===== src/rtl/lbus_tx_frame_monitor.sv =====
// Passive frame checker and statistics collector for the 8-segment 400G LBUS TX bus.
// Segments of a beat are walked in order 0..NSEG-1; all results land in one register stage.
module lbus_tx_frame_monitor #(
  parameter int MIN_FRAME_BYTES = 60,
  parameter int MAX_FRAME_BYTES = 9600,
  parameter int NSEG            = 8
) (
  input  logic                lbus_txclk,
  input  logic                lbus_txresetn,
  input  logic                lbus_tx_rdy,
  input  logic [128*NSEG-1:0] lbus_txdata,
  input  logic [NSEG-1:0]     lbus_txena,
  input  logic [NSEG-1:0]     lbus_txsop,
  input  logic [NSEG-1:0]     lbus_txeop,
  input  logic [NSEG-1:0]     lbus_txerr,
  input  logic [4*NSEG-1:0]   lbus_txmty,
  input  logic                counters_reset,
  output logic [31:0]         frame_count,
  output logic [47:0]         byte_count,
  output logic [31:0]         err_frame_count,
  output logic [15:0]         runt_count,
  output logic [15:0]         oversize_count,
  output logic [15:0]         framing_error_count,
  output logic [31:0]         stall_cycle_count,
  output logic [3:0]          framing_error_flags,
  output logic [15:0]         last_frame_len,
  output logic                last_frame_len_valid
);

  localparam logic [15:0] MIN_LEN = 16'(MIN_FRAME_BYTES);
  localparam logic [15:0] MAX_LEN = 16'(MAX_FRAME_BYTES);

  typedef enum logic {IDLE, INFRAME} state_t;

  state_t      state_reg, state_next;
  logic [15:0] len_reg, len_next;

  logic [4:0]      seg_bytes [NSEG];
  logic [NSEG-1:0] mty_nz;
  logic [NSEG-1:0] ena_gap;

  logic [3:0]  viol;
  logic [3:0]  n_comp, n_err, n_runt, n_over;
  logic [7:0]  beat_bytes;
  logic [15:0] last_len;
  logic        last_valid;
  logic [16:0] len_sum;
  logic        accept;

  // Payload is never inspected; folded so the port is visibly consumed.
  logic unused_data;
  assign unused_data = ^lbus_txdata;

  // A non-zero mty on a non-eop segment is a violation and the segment counts as full.
  genvar gi;
  generate
    for (gi = 0; gi < NSEG; gi++) begin : g_seg
      assign mty_nz[gi]    = |lbus_txmty[4*gi +: 4];
      assign seg_bytes[gi] = (mty_nz[gi] && !lbus_txeop[gi]) ? 5'd16
                           : 5'd16 - {1'b0, lbus_txmty[4*gi +: 4]};
    end
  endgenerate

  assign ena_gap = lbus_txena & ~{lbus_txena[NSEG-2:0], 1'b1};

  always_comb begin
    state_next = state_reg;
    len_next   = len_reg;
    viol       = 4'd0;
    n_comp     = 4'd0;
    n_err      = 4'd0;
    n_runt     = 4'd0;
    n_over     = 4'd0;
    beat_bytes = 8'd0;
    last_len   = 16'd0;
    last_valid = 1'b0;
    len_sum    = 17'd0;
    accept     = 1'b0;
    if (|lbus_txena) begin
      viol[0] = |ena_gap;
      viol[3] = |(lbus_txena & mty_nz & ~lbus_txeop);
      for (int i = 0; i < NSEG; i++) begin
        if (lbus_txena[i]) begin
          accept = 1'b1;
          if (lbus_txsop[i]) begin
            if (state_next == INFRAME) viol[1] = 1'b1;
            len_next = {11'd0, seg_bytes[i]};
          end else if (state_next == IDLE) begin
            viol[2] = 1'b1;
            accept  = 1'b0;
          end else begin
            len_sum  = {1'b0, len_next} + {12'd0, seg_bytes[i]};
            len_next = len_sum[16] ? 16'hFFFF : len_sum[15:0];
          end
          if (accept) begin
            beat_bytes = beat_bytes + {3'd0, seg_bytes[i]};
            if (lbus_txeop[i]) begin
              n_comp     = n_comp + 4'd1;
              n_err      = n_err + {3'd0, lbus_txerr[i]};
              n_runt     = n_runt + {3'd0, (len_next < MIN_LEN)};
              n_over     = n_over + {3'd0, (len_next > MAX_LEN)};
              last_len   = len_next;
              last_valid = 1'b1;
              state_next = IDLE;
            end else begin
              state_next = INFRAME;
            end
          end
        end
      end
    end
  end

  function automatic logic [15:0] sat_add(input logic [15:0] a, input logic [3:0] b);
    logic [16:0] s;
    s = {1'b0, a} + {13'd0, b};
    return s[16] ? 16'hFFFF : s[15:0];
  endfunction

  always_ff @(posedge lbus_txclk or negedge lbus_txresetn) begin
    if (!lbus_txresetn) begin
      state_reg            <= IDLE;
      len_reg              <= 16'd0;
      frame_count          <= 32'd0;
      byte_count           <= 48'd0;
      err_frame_count      <= 32'd0;
      runt_count           <= 16'd0;
      oversize_count       <= 16'd0;
      framing_error_count  <= 16'd0;
      stall_cycle_count    <= 32'd0;
      framing_error_flags  <= 4'd0;
      last_frame_len       <= 16'd0;
      last_frame_len_valid <= 1'b0;
    end else begin
      // Frame tracking keeps running through a counter clear.
      state_reg <= state_next;
      len_reg   <= len_next;
      if (counters_reset) begin
        frame_count          <= 32'd0;
        byte_count           <= 48'd0;
        err_frame_count      <= 32'd0;
        runt_count           <= 16'd0;
        oversize_count       <= 16'd0;
        framing_error_count  <= 16'd0;
        stall_cycle_count    <= 32'd0;
        framing_error_flags  <= 4'd0;
        last_frame_len       <= 16'd0;
        last_frame_len_valid <= 1'b0;
      end else begin
        frame_count          <= frame_count + {28'd0, n_comp};
        byte_count           <= byte_count + {40'd0, beat_bytes};
        err_frame_count      <= err_frame_count + {28'd0, n_err};
        runt_count           <= sat_add(runt_count, n_runt);
        oversize_count       <= sat_add(oversize_count, n_over);
        framing_error_count  <= sat_add(framing_error_count, {3'd0, |viol});
        stall_cycle_count    <= stall_cycle_count + {31'd0, ~lbus_tx_rdy};
        framing_error_flags  <= framing_error_flags | viol;
        last_frame_len_valid <= last_valid;
        if (last_valid) last_frame_len <= last_len;
      end
    end
  end

endmodule


===== config.mk =====
export PLATFORM = sky130hd
export DESIGN_NAME = lbus_tx_frame_monitor
export DESIGN_NICKNAME = d
export VERILOG_FILES = /design/src/rtl/lbus_tx_frame_monitor.sv
export SDC_FILE = /design/constraint.sdc
export NUM_CORES = 1
export LEC_CHECK = 0
export ABC_AREA = 0
export BUFFER_PORTS_ARGS = -buffer_cell sky130_fd_sc_hd__buf_2
export CORE_AREA = 2 2 507 509
export DETAILED_ROUTE_END_ITERATION = 7
export DIE_AREA = 0 0 509 511
export PLACE_DENSITY = 0.3
export SYNTH_ARGS = -nofsm -noshare
export SYNTH_HDL_FRONTEND = slang
export SYNTH_SLANG_ARGS = --single-unit

===== constraint.sdc =====
create_clock -name lbus_txclk -period 23 [get_ports lbus_txclk]
set_input_delay 2.3 -clock lbus_txclk [delete_from_list [all_inputs] [get_ports lbus_txclk]]
set_output_delay 2.3 -clock lbus_txclk [all_outputs]
set_load 0.005 [all_outputs]

==> reports/metrics.csv, run 1 <==
stage,metric,value,unit
status,status,completed,
critical_path,crit_required,23440,ps
yosys,synthFlopType,dfrtp_1,
sta,skew,25.00,ps
die,ios,1305,
drt,num_vias,29160,
final_layout,final_common_cell,buf_4,
final_layout,fin_nets,5565,
final_layout,nFillCells,29320,
die,die_area,260100,sq um
yosys,ys_async_sr_fraction,100.0,%
clock_network,clockRootBuffer,clkbuf_16,
flow_run,max_cap_violations,0,
drt,wl_per_cell,17.72,microns
sta,min_period,21990,ps
sta,setup_tns,0,ps
sta,maxSlewHeadroom,29.13,%
drt,routed_wl,136600,microns
clock_network,htreeDepth,1,
clock_network,cts_tree,yes,
clock_network,insertion_delay,610,ps
sta,rsz0062_at_grt,yes,
yosys,synth_nets,4758,
final_layout,layout-drive-gt1-share,28.16,%
clock_network,clk_pin_slew_worst_paths,60,ps
sta,setup_viol,0,
final_layout,most-common-layout-cells,"buf_4 (648), nor2_1 (435), nand2_1 (359)",
drt,drc,0,
pwr,ir_drop,0.04616,mV
hold_path,min_path_type,reg -> reg,
clock_network,cts_buffers,31,
final_layout,design_area,37650,sq um
die,start_util,10.22,%
critical_path,crit_type,in -> reg,
pwr,powerDensity,45.63,nW/um^2
critical_path,critical_path.endpoint,runt_count[15]$_DFF_PN0_,
pwr,p_total,0.001718,W
placed_design,dp_hpwl,112300,microns
yosys,yosys.cell_types.count,112,
global_routing,grt_pass1_vias,28860,
sta,slew_violations,0,
critical_path,crit-reg2reg-launch,len_reg[0]$_DFFE_PN0N_,
pwr,p_leak,16.11,nW
drt,drt_pre_antenna_iters,6,
critical_path,end_kind,flop,
clock_network,cts.sinks,230,
placed_design,dpl_cell_area,35760,sq um
final_layout,finish.cell_count_without_fillers,7707,
global_routing,antenna_found_initial,51,
critical_path,worstSetupStartpoint,lbus_txmty[1],
die,fp.coreArea,255300,sq um
clock_network,cts_hold_buffers,0,
yosys,ys_ff_latch,230,
critical_path,reg2regPathDepth,122,
final_layout,largest_reg_flops,48,
critical_path,reg2reg_to,runt_count[15]$_DFF_PN0_,
sta,final-hold-violation-count,0,
placed_design,placed_cells,7609,
drt,viasPerCell,3.784,
yosys,synth_warnings,0,
critical_path,reg2reg_slack,2940,ps
sta,fin_hold_ws,506.6,ps
die,placementRows,186,
yosys,synth_area,26080,sq um
sta,fmaxAchievable,45.48,MHz
yosys,ys_seq_area_share,22.07,%
critical_path,critPathArrivalTime,22430,ps
sta,period_share,95.61,%
clock_network,clk_path_buf_depth,3,
die,die_h,511,microns
final_layout,multiInputGateArea,19720,sq um
yosys,syn_inst,3488,
sta,tightestPinTransition,1056,ps
global_routing,overflow,0,
final_layout,register_area,5756,sq um
critical_path,path_max_fanout,5,
global_routing,grt_use_total,10.15,%
critical_path,crit_slowest_cell,or4_4,
global_routing,grt_max_degree,79,
drt,drt_iter0_drc,1667,
placed_design,gp_congestion,0.8578,
die,die_w,509,microns
critical_path,cpPeakStageDelay,570,ps
critical_path,startpoint_type,input pin,
global_routing,grt_pass1_wl,201100,microns
yosys,synth_edf_count,0,
drt,ant_nets,0,
placed_design,port_buffers,280,
yosys,avgSynthCellArea,7.478,sq um
final_layout,largest_register,byte_count,
final_layout,area_growth,44.36,%
[logic make-up after synthesis]
logic type | share of synthesized area [%]
and+or+nand+nor | 27.71
AOI/OAI and AO/OA | 24.14
buffers and inverters | 4.802
xor gates and xnor gates | 9.940
DFF | 22.07
adders and majority gates | 9.114
muxes | 2.226
[report_power, final]
group / total (W) / internal (W) / leakage, nW / switching (W)
registers: 0.000449 / 0.000426 / 3.16 / 0.0000223
clock network: 0.000461 / 0.000262 / 0.459 / 0.000199
logic: 0.000808 / 0.000348 / 12.5 / 0.000460
[final cells by class]
class | instances | share of cell area, %
clock buffer | 40 | 2.203
antenna | 8 | 0.05317
timing repair buffer | 935 | 16.95
tap | 3384 | 11.25
sequential | 230 | 15.29
clock inverter | 13 | 0.2625
inverter | 161 | 1.618
multi-input combinational | 2936 | 52.38
[cells in the mapped netlist (34+ instances only)]
library cell	count	area share [%]
a211oi_1	34	0.98
nand2b_1	36	0.86
and3_1	60	1.4
nor2_1	448	6.4
nand2_1	361	5.2
a21oi_1	273	5.2
ha_1	158	7.6
clkbuf_1	126	1.8
a31oi_1	34	0.82
dfrtp_1	230	22
nor2b_1	62	1.5
nand4_1	43	1.0
and2_1	51	1.2
xnor2_1	145	4.9
nand3_1	140	2.7
or3_1	37	0.89
inv_1	157	2.3
nor3_1	87	1.7
o21ai_0	175	3.4
xor2_1	151	5.1
a21o_1	50	1.4
o211ai_1	45	1.3
[critical path, delay by kind of cell]
| kind | cells | cell delay [ps] |
|---|---|---|
| AO/OA/AOI/OAI | 37 | 5630 |
| XOR/XNOR | 1 | 210 |
| adder cells (fa/ha/maj) | 18 | 4610 |
| buffers and inverters | 21 | 2160 |
| multiplexers | 4 | 670 |
| AND/OR/NAND/NOR | 45 | 6830 |
[stage by stage]
stage	setup slack (ps)	util, %
floorplan	1635	-
global placement	-2133	14.01
detailed placement	-1891	14.01
CTS	2.233	14.47
global route	-141.8	14.74
finish	1010	14.75
[how the worst min path moves through the flow]
| stage | from | to | slack (ps) | cells past startpoint |
|---|---|---|---|---|
| 2_1_floorplan | framing_error_flags[1]$_DFF_PN0_ | framing_error_flags[1]$_DFF_PN0_ | 490 | 2 |
| 3_3_place_gp | framing_error_flags[1]$_DFF_PN0_ | framing_error_flags[1]$_DFF_PN0_ | 480 | 2 |
| 3_5_place_dp | framing_error_flags[2]$_DFF_PN0_ | framing_error_flags[2]$_DFF_PN0_ | 490 | 2 |
| 4_1_cts | framing_error_flags[2]$_DFF_PN0_ | framing_error_flags[2]$_DFF_PN0_ | 510 | 2 |
| 5_1_grt | framing_error_flags[2]$_DFF_PN0_ | framing_error_flags[2]$_DFF_PN0_ | 520 | 2 |
| 6_report | framing_error_flags[2]$_DFF_PN0_ | framing_error_flags[2]$_DFF_PN0_ | 510 | 2 |
[layer usage]
metal  up-vias  wire (microns)  global-route usage, %
met3       145            7387                  1.960
met2       632           62510                  16.68
li1      14200               -                      -
met5         -             206                      0
met4        32            1920                  1.260
met1     14150           64570                  13.96
[repair_timing]
action | CTS | global route
pin swaps | 21 | 81
buffers inserted | 14 | 24
setup endpoints to repair | 32 | 32
hold endpoints to repair | 0 | 0
gates resized for setup | 36 | 133
Power figures use the tool's default switching activity.
==> run 2: changes to the inputs <==
- ABC_AREA: 0 -> 1
- CORE_AREA: 2 2 507 509 -> 2 2 515 517
- DIE_AREA: 0 0 509 511 -> 0 0 517 519
==> reports/metrics.csv, run 2 <==
stage,metric,value,unit,change
drt,drt_pre_antenna_iters,5,,-1
pwr,p_leak,16.64,nW,+3.3%
yosys,ys_async_sr_fraction,100.0,%,unchanged
clock_network,cts.sinks,230,,unchanged
yosys,synthTopCellsByCount,"nand2_1 (957), inv_1 (547), nor2_1 (394)",,
die,die_area,268300,sq um,+3.2%
yosys,synth_warnings,0,,unchanged
drt,routed_wl,127800,microns,-6.4%
die,fp.coreArea,263400,sq um,+3.2%
clock_network,cts_buffers,30,,-3.2%
critical_path,reg2regPathDepth,134,,+9.8%
drt,viasPerCell,3.456,,-8.6%
placed_design,placed_cells,8147,,+7.1%
yosys,avgSynthCellArea,6.369,sq um,-15%
die,die_w,517,microns,+1.6%
pwr,switching_power,0.0006436,W,-5.5%
placed_design,dp_hpwl,106900,microns,-4.8%
sta,fmaxAchievable,47.07,MHz,+3.5%
drt,drc,0,,unchanged
hold_path,whs_path_depth,1,,-1
drt,ant_nets,0,,unchanged
pwr,switching_share,39.61,%,about the same
sta,tightestPinTransition,1125,ps,+68.75 ps
critical_path,crit_path_frequent_cell,nand2_1,,
final_layout,largest_reg_flops,48,,unchanged
final_layout,register_area,5756,sq um,unchanged
yosys,synth_area,25320,sq um,-2.9%
pwr,ir_drop,0.05350,mV,+16%
critical_path,cpPeakStageDelay,400,ps,-170 ps
final_layout,area_growth,40.27,%,
global_routing,grt_max_degree,118,,+49%
final_layout,fin_nets,5922,,+6.4%
clock_network,insertion_delay,610,ps,about the same
clock_network,cts_tree,yes,,
die,die_h,519,microns,+1.6%
critical_path,cpLargestDelayFamily,simple AND/OR/NAND/NOR gates,,
pwr,p_int,0.0009811,W,-5.4%
final_layout,nFillCells,30840,,+5.2%
sta,skew,20.18,ps,-4.824 ps
pwr,powerDensity,45.74,nW/um^2,+0.25%
yosys,synth_top_area_share,22.73,%,+0.66 points
critical_path,startpoint_type,input pin,,
global_routing,grt_pass1_wl,187100,microns,-7.0%
pwr,seqPwrFrac,27.3,%,+1.2 points
pwr,clkPwrFrac,29.8,%,+2.9 points
critical_path,cp.depth,143,,+13%
die,ios,1305,,unchanged
sta,min_period,21250,ps,-744.8 ps
drt,num_vias,28410,,-2.6%
clock_network,htreeDepth,1,,unchanged
die,start_util,9.612,%,-0.60 points
yosys,syn_inst,3976,,+14%
critical_path,path_max_fanout,5,,unchanged
final_layout,layout-drive-gt1-share,22.02,%,-6.1 points
drt,wl_per_cell,15.56,microns,-12%
critical_path,crit_type,in -> reg,,
yosys,yosys.cell_count.top_type,nand2_1,,
yosys,yosys.cell_types.count,69,,-38%
final_layout,largest_register,byte_count,,
die,placementRows,189,,+1.6%
critical_path,end_kind,flop,,
yosys,yosys.area.top_type,dfrtp_1,,
global_routing,grt_use_total,9.241,%,-0.91 points
sta,final-hold-violation-count,0,,unchanged
critical_path,critPathArrivalTime,21770,ps,-660 ps
final_layout,most-common-layout-cells,"nand2_1 (951), inv_1 (544), buf_4 (476)",,
placed_design,gp_congestion,0.8077,,-5.8%
final_layout,finish.cell_count_without_fillers,8218,,+6.6%
pwr,combPwrFrac,42.9,%,-4.1 points
yosys,synthFlopType,dfrtp_1,,
yosys,ys_ff_latch,230,,unchanged
hold_path,min_path_type,reg -> reg,,
global_routing,antenna_found_initial,56,,+9.8%
final_layout,design_area,35520,sq um,-5.7%
yosys,synth_area_leaders,"dfrtp_1 (23%), nand2_1 (14%), inv_1 (8.1%)",,
clock_network,clk_path_buf_depth,3,,unchanged
sta,fin_hold_ws,463.7,ps,-42.94 ps
sta,slew_violations,0,,unchanged
yosys,synth_edf_count,0,,unchanged
sta,setup_viol,0,,unchanged
flow_run,max_cap_violations,0,,unchanged
clock_network,clockRootBuffer,clkbuf_16,,
yosys,ys_seq_area_share,22.73,%,+0.66 points
global_routing,overflow,0,,unchanged
global_routing,grt_pass1_vias,27840,,-3.5%
sta,maxSlewHeadroom,24.51,%,-4.6 points
final_layout,multiInputGateArea,17180,sq um,-13%
placed_design,port_buffers,280,,unchanged
clock_network,cts_hold_buffers,0,,unchanged
yosys,synth_nets,5246,,+10%
drt,drt_iter0_drc,1534,,-8.0%
critical_path,crit_required,23530,ps,+90 ps
critical_path,crit_slowest_cell,fa_1,,
critical_path,crit_buf_inv,31,,+48%
sta,period_share,92.37,%,-3.2 points
placed_design,dpl_cell_area,34150,sq um,-4.5%
final_layout,utilization,13.48,%,-1.3 points
clock_network,clk_pin_slew_worst_paths,60,ps,about the same
status,status,completed,,
final_layout,final_common_cell,nand2_1,,
==> run 2: cell types whose count changed in the layout (fill, tap and decap cells not counted), moves of 57 or more <==
cell     delta
inv_1     +399
nand2_2    +60
xnor2_1   -100
nor2_1     -57
buf_4     -172
xor2_1     -62
nand3_1   +113
o21ai_0    +87
nand2_1   +592
nor2b_1    -57
==> run 2: cell type report <==
class                   count  area share [%]
well taps                3533           12.45
flip-flops and latches    230           16.20
clock buffers              47           2.491
multi-input cells        3067           48.38
clock inverters             5          0.2889
inverters                 566           5.989
repair buffers            757           14.11
diodes                     13         0.09159
==> run 2: logic make-up after synthesis <==
kind of cell | count (synthesis) | synth area share (%)
adder cells (fa/ha/maj) | 178 | 9.388
multiplexers | 6 | 0.2372
buffers and inverters | 679 | 10.71
AND/OR/NAND/NOR | 1995 | 35.48
flip-flops | 230 | 22.73
AO/OA/AOI/OAI | 753 | 16.79
XOR/XNOR | 135 | 4.669
==> run 2: metrics by stage <==
step / worst slack [ps] / TNS [ps] / total power (W)
after detailed placement: -1026 / -27650 / 0.001148
after global placement: -1058 / -28770 / 0.001147
final: 1755 / 0 / 0.001625
after CTS: 20.02 / 0 / 0.001655
after global routing: -41.25 / -41.25 / 0.001759
after floorplan: 2213 / 0 / 0.0008219
==> run 2: what timing repair did <==
item / 4_1_cts / 5_1_grt
endpoints found under the setup margin: 32 / 32
pin swaps: 0 / 20
cloned: 0 / 0
buffers inserted: 0 / 6
resized for setup: 8 / 89
==> run 2: power by group through the flow <==
stage	Combinational (W)	Sequential (W)	Clock [W]
5_1_grt	0.000787	0.000447	0.000524
6_report	0.000696	0.000444	0.000484
3_5_place_dp	0.000696	0.000452	0
2_1_floorplan	0.000374	0.000448	0
4_1_cts	0.000701	0.000445	0.000509
3_3_place_gp	0.000696	0.000451	0
==> run 2: worst paths after layout <==
| path | to | slack [ps] | startpoint |
|---|---|---|---|
| min in group asynchronous | oversize_count[14]$_DFF_PN0_ | 1790 | lbus_txresetn |
| min | byte_count[47]$_DFF_PN0_ | 460 | byte_count[47]$_DFF_PN0_ |
| max | oversize_count[13]$_DFF_PN0_ | 1750 | lbus_txmty[0] |
| min reg2reg | byte_count[47]$_DFF_PN0_ | 460 | byte_count[47]$_DFF_PN0_ |
| max reg2reg | oversize_count[13]$_DFF_PN0_ | 4010 | len_reg[0]$_DFFE_PN0N_ |
| max in group asynchronous | frame_count[10]$_DFF_PN0_ | 19790 | lbus_txresetn |
==> run 2: metal layers <==
metal / track usage (%) / vias to the layer above / part of all wire, %
met5: 0 / - / 0.20
li1: - / 14530 / -
met4: 1.775 / 38 / 2.1
met3: 2.050 / 158 / 5.4
met2: 15.42 / 505 / 46
met1: 12.13 / 13170 / 46
